==> config.mk <==
export PLATFORM = sky130hd
export DESIGN_NAME = seq_multiplier
export DESIGN_NICKNAME = d
export VERILOG_FILES = /design/src/rtl/seq_multiplier.sv
export SDC_FILE = /design/constraint.sdc
export NUM_CORES = 1
export LEC_CHECK = 0
export CAP_MARGIN = 20
export CORE_ASPECT_RATIO = 1.5
export CORE_UTILIZATION = 40
export CTS_BUF_LIST = sky130_fd_sc_hd__clkbuf_4
export CTS_CLUSTER_SIZE = 16
export DETAILED_ROUTE_END_ITERATION = 16
export SKIP_CTS_REPAIR_TIMING = 1
export SLEW_MARGIN = 10
export SYNTH_ARGS = -nofsm -noshare
export SYNTH_HDL_FRONTEND = slang
export SYNTH_SLANG_ARGS = --single-unit
==> constraint.sdc <==
create_clock -name clk -period 4.4 [get_ports clk]
set_clock_uncertainty 0.1 [all_clocks]
set_input_delay 1.1 -clock clk [delete_from_list [all_inputs] [get_ports clk]]
set_output_delay 1.1 -clock clk [all_outputs]
set_load 0.05 [all_outputs]
==> src/rtl/seq_multiplier.sv <==
// rtl/seq_multiplier.sv - iterative unsigned shift-and-add multiplier
//
// Purpose: multiply stage of the bit-serial MAC datapath. Operands are
//   captured on an accepted start strobe, WIDTH add/shift iterations follow,
//   and the 2*WIDTH-bit product is published together with a one-cycle done.
//
// Ports:
//   clk           rising-edge clock
//   rst           asynchronous reset, active-low
//   start         request strobe, sampled only in IDLE
//   multiplicand  unsigned operand A, captured on the accepted start edge
//   multiplier    unsigned operand B, captured on the accepted start edge
//   product       registered result, holds the last completed result
//   done          registered one-cycle completion pulse
//   busy          high in BUSY and DONE (only with SEQ_MULT_BUSY_PORT_EN)
//
// Optional feature macro: SEQ_MULT_BUSY_PORT_EN adds the busy output.

module seq_multiplier #(
  parameter int WIDTH = 16
) (
  input  logic                 clk,
  input  logic                 rst,
  input  logic                 start,
  input  logic [WIDTH-1:0]     multiplicand,
  input  logic [WIDTH-1:0]     multiplier,
  output logic [2*WIDTH-1:0]   product,
  output logic                 done
`ifdef SEQ_MULT_BUSY_PORT_EN
  ,
  output logic                 busy
`endif
);

  localparam int CW = (WIDTH > 2) ? $clog2(WIDTH) : 1;
  localparam logic [CW-1:0] LAST = CW'(WIDTH - 1);

  typedef enum logic [1:0] {
    IDLE = 2'd0,
    BUSY = 2'd1,
    DONE = 2'd2
  } state_t;

  state_t state, state_nxt;

  logic [2*WIDTH-1:0] a_reg;
  logic [WIDTH-1:0]   b_reg;
  logic [2*WIDTH-1:0] acc;
  logic [CW-1:0]      count;
  logic [2*WIDTH-1:0] acc_sum;
  logic               last_iter;

  // Partial-product add for the current iteration; also the final product
  // on the last iteration so it can be published in the same edge.
  assign acc_sum   = acc + (b_reg[0] ? a_reg : '0);
  assign last_iter = (count == LAST);

  always_ff @(posedge clk or negedge rst) begin
    if (!rst) begin
      state <= IDLE;
    end else begin
      state <= state_nxt;
    end
  end

  always_comb begin
    state_nxt = state;
    case (state)
      IDLE:    if (start) state_nxt = BUSY;
      BUSY:    if (last_iter) state_nxt = DONE;
      DONE:    state_nxt = IDLE;
      default: state_nxt = IDLE;
    endcase
  end

  always_ff @(posedge clk or negedge rst) begin
    if (!rst) begin
      a_reg   <= '0;
      b_reg   <= '0;
      acc     <= '0;
      count   <= '0;
      product <= '0;
      done    <= 1'b0;
    end else begin
      done <= 1'b0;
      case (state)
        IDLE: begin
          if (start) begin
            a_reg <= {{WIDTH{1'b0}}, multiplicand};
            b_reg <= multiplier;
            acc   <= '0;
            count <= '0;
          end
        end
        BUSY: begin
          acc   <= acc_sum;
          a_reg <= a_reg << 1;
          b_reg <= b_reg >> 1;
          count <= count + 1'b1;
          if (last_iter) begin
            product <= acc_sum;
            done    <= 1'b1;
          end
        end
        default: ;
      endcase
    end
  end

`ifdef SEQ_MULT_BUSY_PORT_EN
  // Registered copy of "next state is not IDLE": rises on the edge that
  // accepts start and falls on the edge that leaves DONE.
  always_ff @(posedge clk or negedge rst) begin
    if (!rst) begin
      busy <= 1'b0;
    end else begin
      busy <= (state_nxt != IDLE);
    end
  end
`endif

endmodule

==> results.py, run 1 <==
metrics = {
    "drt": {
        "final_antenna_net_count": 0,
        "finalWirelength_mm": 16.3,
        "drc": 0,
        "wire_per_inst_um": 17.1,
        "wl_met2_mm": 8.48,
        "viasPerCell": 5.62,
        "drt_iter0_drc": 187,
        "dr_total_vias": 5368,
        "wl_met1_mm": 6.76,
        "dr.pass1.iters": 6,
        "routed.top_layer": "met4",
        "route.met3.wl_um": 618,
    },
    "synth": {
        "avgSynthCellArea_um2": 9.74,
        "synth_edf_count": 0,
        "yosysTopAreaCellShare_pct": 44.8,
        "yosysMostFrequentCell": "dfrtp_1",
        "yosysWarnings": 0,
        "synthesis.area_mm2": 0.00664,
        "ys.flop_type": "dfrtp_1",
        "netlist_top_cells_count": "dfrtp_1, nand2_1, a21oi_1",
        "synth_area_leader_cell": "dfrtp_1",
        "synth.net_count": 750,
        "yosysSeqAreaShare_pct": 44.8,
        "synth.top_cells.by_area": "dfrtp_1, a22o_1, ha_1, nand2_1, a21oi_1",
        "synthArstFlopShare_pct": 100,
        "synthCells": 682,
        "synth_cell_type_count": 54,
        "synth.ff_latch_count": 119,
    },
    "global_routing": {
        "grt_max_degree": 67,
        "gr-total-overflow": 0,
        "grt_pass1_vias": 5494,
        "grt_pass1_wl_mm": 27.5,
        "antenna_found_initial": 1,
        "grt_usage_pct": 20.5,
    },
    "setup_path": {
        "cp_top_family": "compound AO/OA/AOI/OAI gates",
        "worstPathRequired_ns": 4.74,
        "critPathBufInv": 0,
        "crit_arrival_ns": 3.95,
        "critical_path_class": "reg2reg",
        "crit_slowest_cell": "dfrtp_1",
        "cp_max_fo": 34,
        "startpoint_type": "flop",
        "critPathMaxStageDelay_ns": 0.71,
        "cp_cell_sequence": "and2_1 > ha_1 > fa_1 > a21o_1 > a221oi_4 > o21ai_2 > o21ai_4 > o221ai_2 > o41ai_4 > xnor2_1 > mux2_4",
        "end_kind": "flop",
    },
    "clock_network": {
        "cts_root_buf": "clkbuf_4",
        "cts_buffers": 17,
        "clk_transition_reported_paths_ns": 0.13,
        "htree_levels": 4,
        "cts_num_sinks": 119,
        "cts_tree": "yes",
        "cts.path.max_buffers": 2,
        "insertion_delay_ns": 0.53,
    },
    "power": {
        "swShare_pct": 42.5,
        "leakagePower_nw": 3.69,
        "pwr-share-clk_pct": 19.3,
        "p_comb_share_pct": 45.7,
        "peakVddDrop_mv": 0.291,
        "p_per_area_mw_per_mm2": 677,
        "p_switching_mw": 2.27,
        "p_seq_share_pct": 35.0,
        "internal_power_mw": 3.07,
    },
    "timing": {
        "worst-slew-pin-transition_ns": 0.831,
        "hold_viol": 0,
        "final_max_slew_viol_count": 0,
        "post-route-period-util_pct": 82.0,
        "setup_violations": 0,
        "tns_ns": 0,
        "slew_headroom_pct": 44.6,
        "fmax_mhz": 277,
        "setup_ws_ns": 0.792,
        "period_minus_slack_ns": 3.61,
        "rsz0062_at_grt": "no",
    },
    "die": {
        "fp.dieArea_mm2": 0.0171,
        "die_x_um": 107,
        "pin_count": 68,
        "core_area_mm2": 0.0162,
        "die_h_um": 160,
        "initial_utilization_pct": 41.0,
        "num_rows": 57,
    },
    "placed_design": {
        "post-place-ws_ns": 0.727,
        "routabilityCongestion": 0.846,
        "placedInstanceArea_mm2": 0.00751,
        "io_buffers": 67,
        "hpwl_mm": 11.2,
    },
    "finish": {
        "areaGrowthSynthToFinish_pct": 18.7,
        "fin_nets": 803,
        "drive_gt1_share_pct": 8.69,
        "final_util_pct": 48.7,
        "fillers": 1527,
        "design_area_mm2": 0.00789,
    },
    "run": {
        "drv_cap": 0,
    },
    "worst_hold_path": {
        "hp-class": "reg2reg",
    },
    "outcome": {
        "status": "complete, no violations",
    },
}
==> path summary, 6_finish.rpt <==
path                                          from                       to  slack (ns)  cells after the start
min reg2reg                product[20]$_DFFE_PN0P_  product[20]$_DFFE_PN0P_        0.38                      2
max in group asynchronous                      rst  product[11]$_DFFE_PN0P_        2.87                      2
max reg2reg                   b_reg[0]$_DFFE_PN0P_  product[28]$_DFFE_PN0P_        0.79                     11
min                        product[20]$_DFFE_PN0P_  product[20]$_DFFE_PN0P_        0.38                      2
max                           b_reg[0]$_DFFE_PN0P_  product[28]$_DFFE_PN0P_        0.79                     11
min in group asynchronous                      rst     b_reg[7]$_DFFE_PN0P_        0.47                      1
==> routing by layer <==
metal | vias to the layer above | GRT usage (%)
li1 | 2595 | -
met1 | 2617 | 24.9
met2 | 124 | 35.0
met3 | 32 | 4.61
met4 | 0 | 8.03
met5 | - | 0
==> cell type report <==
| cell class | instances | area [um2] | area share (%) |
|---|---|---|---|
| Multi-Input combinational cell | 516 | 3510 | 44.5 |
| Sequential cell | 119 | 2980 | 37.8 |
| Timing Repair Buffer | 75 | 741 | 9.39 |
| Tap cell | 206 | 258 | 3.27 |
| Clock inverter | 15 | 249 | 3.16 |
| Clock buffer | 17 | 128 | 1.62 |
| Inverter | 6 | 22.5 | 0.286 |
| Antenna cell | 1 | 2.50 | 0.0317 |
==> power by group through the flow <==
stage	registers (mW)	clock network (mW)	logic [mW]
floorplan	2.23	0	1.39
global placement	1.88	0	2.40
detailed placement	1.89	0	2.46
CTS	1.87	1.06	2.47
global route	1.94	1.11	2.68
finish	1.87	1.03	2.44
==> cells by family after synthesis <==
group                    count (synthesis)  synth area share (%)
flip-flops                             119                  44.8
AO/OA/AOI/OAI                          239                  25.3
adder cells (fa/ha/maj)                 33                  6.33
XOR/XNOR                                28                  3.69
multiplexers                            10                  1.81
AND/OR/NAND/NOR                        206                  15.4
buffers and inverters                   47                  2.69
==> cells in the final DEF, fill, tap and decap left out, drive strengths merged, types with 10 or more instances in the layout <==
cell type / synthesis / routed
nand2: 85 / 85
a22oi: 31 / 31
o21ai: 54 / 54
and2: 33 / 33
dfrtp: 119 / 119
a21o: 15 / 15
a21oi: 53 / 53
mux2: 10 / 10
xnor2: 16 / 16
xor2: 12 / 12
nand3: 13 / 13
nor2: 16 / 16
clkbuf: 38 / 17
nor2b: 35 / 35
clkdlybuf4s50: 0 / 66
a22o: 47 / 47
ha: 32 / 32
==> tightest hold or removal path, delay by kind of cell, from the launching register on <==
family	cells	cell delay [ns]
DFF	1	0.36
and+or+nand+nor	2	0.10
==> through the flow <==
stage | total power [mW] | hold slack (ns) | instances
after global routing | 5.72 | 0.416 | 955
after floorplan | 3.61 | 0.356 | 682
after detailed placement | 4.35 | 0.361 | 922
after CTS | 5.41 | 0.389 | 954
after global placement | 4.28 | 0.358 | 922
final | 5.34 | 0.384 | 955
No activity file was read; power rests on OpenSTA's default activity.
==> run 2, diff against run 1 <==
clock period = 3.3 ns   (was 4.4 ns; I/O delays follow)
==> run 2 against run 1 <==
Against the previous run:
- wire length is 3.0% higher
- first-iteration DRC count is 14% higher
- clock-buffer cell count is 1 higher
- sequential power is 34% higher
- total power is 29% higher
- flip-flop and latch count stayed put
- clock power is 7% lower
- core utilization is 0.66 points higher
- critical path depth stayed put
- worst setup slack worse by 0.67 ns
==> results.py, run 2 (same netlist as run 1, synthesis figures left out) <==
metrics = {
    "clock_network": {
        "insertion_delay_ns": 0.53,
        "cts_tree": "yes",
        "clk_transition_reported_paths_ns": 0.12,
        "cts_num_sinks": 119,
        "htree_levels": 4,
        "cts_root_buf": "clkbuf_4",
        "cts.path.max_buffers": 2,
        "cts_buffers": 17,
    },
    "timing": {
        "rsz0062_at_grt": "no",
        "setup_ws_ns": 0.125,
        "setup_violations": 0,
        "slew_headroom_pct": 52.9,
        "final_max_slew_viol_count": 0,
        "post-route-period-util_pct": 96.2,
        "period_minus_slack_ns": 3.17,
        "worst-slew-pin-transition_ns": 0.706,
        "hold_viol": 0,
        "fmax_mhz": 315,
        "tns_ns": 0,
    },
    "setup_path": {
        "cp_max_fo": 8,
        "critical_path_class": "reg2reg",
        "reg2reg_from": "b_reg[0]$_DFFE_PN0P_",
        "end_kind": "flop",
        "r2r_end": "product[28]$_DFFE_PN0P_",
        "reg2reg_slack_ns": 0.13,
        "crit_arrival_ns": 3.49,
        "worstPathRequired_ns": 3.62,
        "startpoint_type": "flop",
        "r2r_cells": 11,
    },
    "power": {
        "total_power_mw": 6.88,
        "peakVddDrop_mv": 0.426,
        "leakagePower_nw": 3.72,
        "p_per_area_mw_per_mm2": 861,
    },
    "drt": {
        "final_antenna_net_count": 0,
        "drc": 0,
        "viasPerCell": 5.71,
        "finalWirelength_mm": 16.8,
        "wire_per_inst_um": 17.2,
        "dr.pass1.iters": 5,
        "drt_iter0_drc": 214,
        "dr_total_vias": 5562,
    },
    "outcome": {
        "status": "complete, no violations",
    },
    "global_routing": {
        "grt_max_degree": 81,
        "grt_usage_pct": 20.5,
        "antenna_found_initial": 1,
        "gr-total-overflow": 0,
        "grt_pass1_wl_mm": 27.8,
        "grt_pass1_vias": 5583,
    },
    "finish": {
        "final_cell_mix": "dfrtp_1, nand2_1, clkdlybuf4s50_1",
        "fin_cells": 974,
        "fin_nets": 822,
        "drive_gt1_share_pct": 12.0,
        "areaGrowthSynthToFinish_pct": 20.3,
        "final_common_cell": "dfrtp_1",
    },
    "die": {
        "die_x_um": 107,
        "fp.dieArea_mm2": 0.0171,
        "num_rows": 57,
        "die_h_um": 160,
        "initial_utilization_pct": 41.0,
        "pin_count": 68,
        "core_area_mm2": 0.0162,
    },
    "placed_design": {
        "hpwl_mm": 11.5,
        "io_buffers": 67,
        "routabilityCongestion": 0.921,
        "placedCellCount": 934,
        "post-place-ws_ns": -0.0736,
    },
    "worst_hold_path": {
        "hp-class": "in2async",
    },
    "run": {
        "drv_cap": 0,
    },
}
==> run 2: worst max-delay path by stage <==
stage	cells past startpoint	slack (ns)	to	from
2_1_floorplan	11	0.35	product[27]$_DFFE_PN0P_	b_reg[0]$_DFFE_PN0P_
3_3_place_gp	11	0.05	product[28]$_DFFE_PN0P_	b_reg[0]$_DFFE_PN0P_
3_5_place_dp	11	-0.07	product[28]$_DFFE_PN0P_	b_reg[0]$_DFFE_PN0P_
4_1_cts	11	-0.08	product[28]$_DFFE_PN0P_	b_reg[0]$_DFFE_PN0P_
5_1_grt	11	0.008	product[28]$_DFFE_PN0P_	b_reg[0]$_DFFE_PN0P_
6_report	11	0.13	product[28]$_DFFE_PN0P_	b_reg[0]$_DFFE_PN0P_
==> run 2: critical path, cell delays in order (launching register included) <==
cell and delay, ns:
dfrtp_2 0.47, and2_4 0.15, ha_2 0.18, fa_2 0.35
a21o_1 0.23, a221oi_4 0.36, o21ai_2 0.11, o21ai_4 0.24
o221ai_4 0.16, o41ai_4 0.32, xnor2_1 0.13, mux2_4 0.27
==> run 2: through the flow <==
step           hold slack (ns)  cell area [um2]  utilization (%)
6_report                 0.137             7990             49.4
5_1_grt                  0.162             7990             49.4
3_5_place_dp             0.362             7630             47.2
3_3_place_gp             0.358             7630             47.2
2_1_floorplan            0.356             6640                -
4_1_cts                  0.128             7880             48.7
==> run 2: layout make-up <==
class                      instances  area (um2)
sequential                       119        2980
tap                              206         258
clock inverter                    14         111
fill                            1554        8200
timing repair buffer              94         918
inverter                           6        22.5
clock buffer                      18         135
multi-input combinational        516        3560
antenna                            1        2.50
==> run 2: routing by layer <==
layer / track usage [%] / wire length, um
met1: 24.4 / 6970
met2: 36.0 / 8800
met3: 3.76 / 532
met4: 8.34 / 472
met5: 0 / 0
==> run 2: power by group <==
group	switching, mW	internal, mW
clock	0.589	0.370
combinational	2.03	1.39
sequential	0.455	2.05
total	3.08	3.81
==> run 3, diff against run 2 <==
SLEW_MARGIN = 15   (was 10)
==> results of run 3 <==
Same layout as run 2: the final DEF is identical, and so are final timing and power.
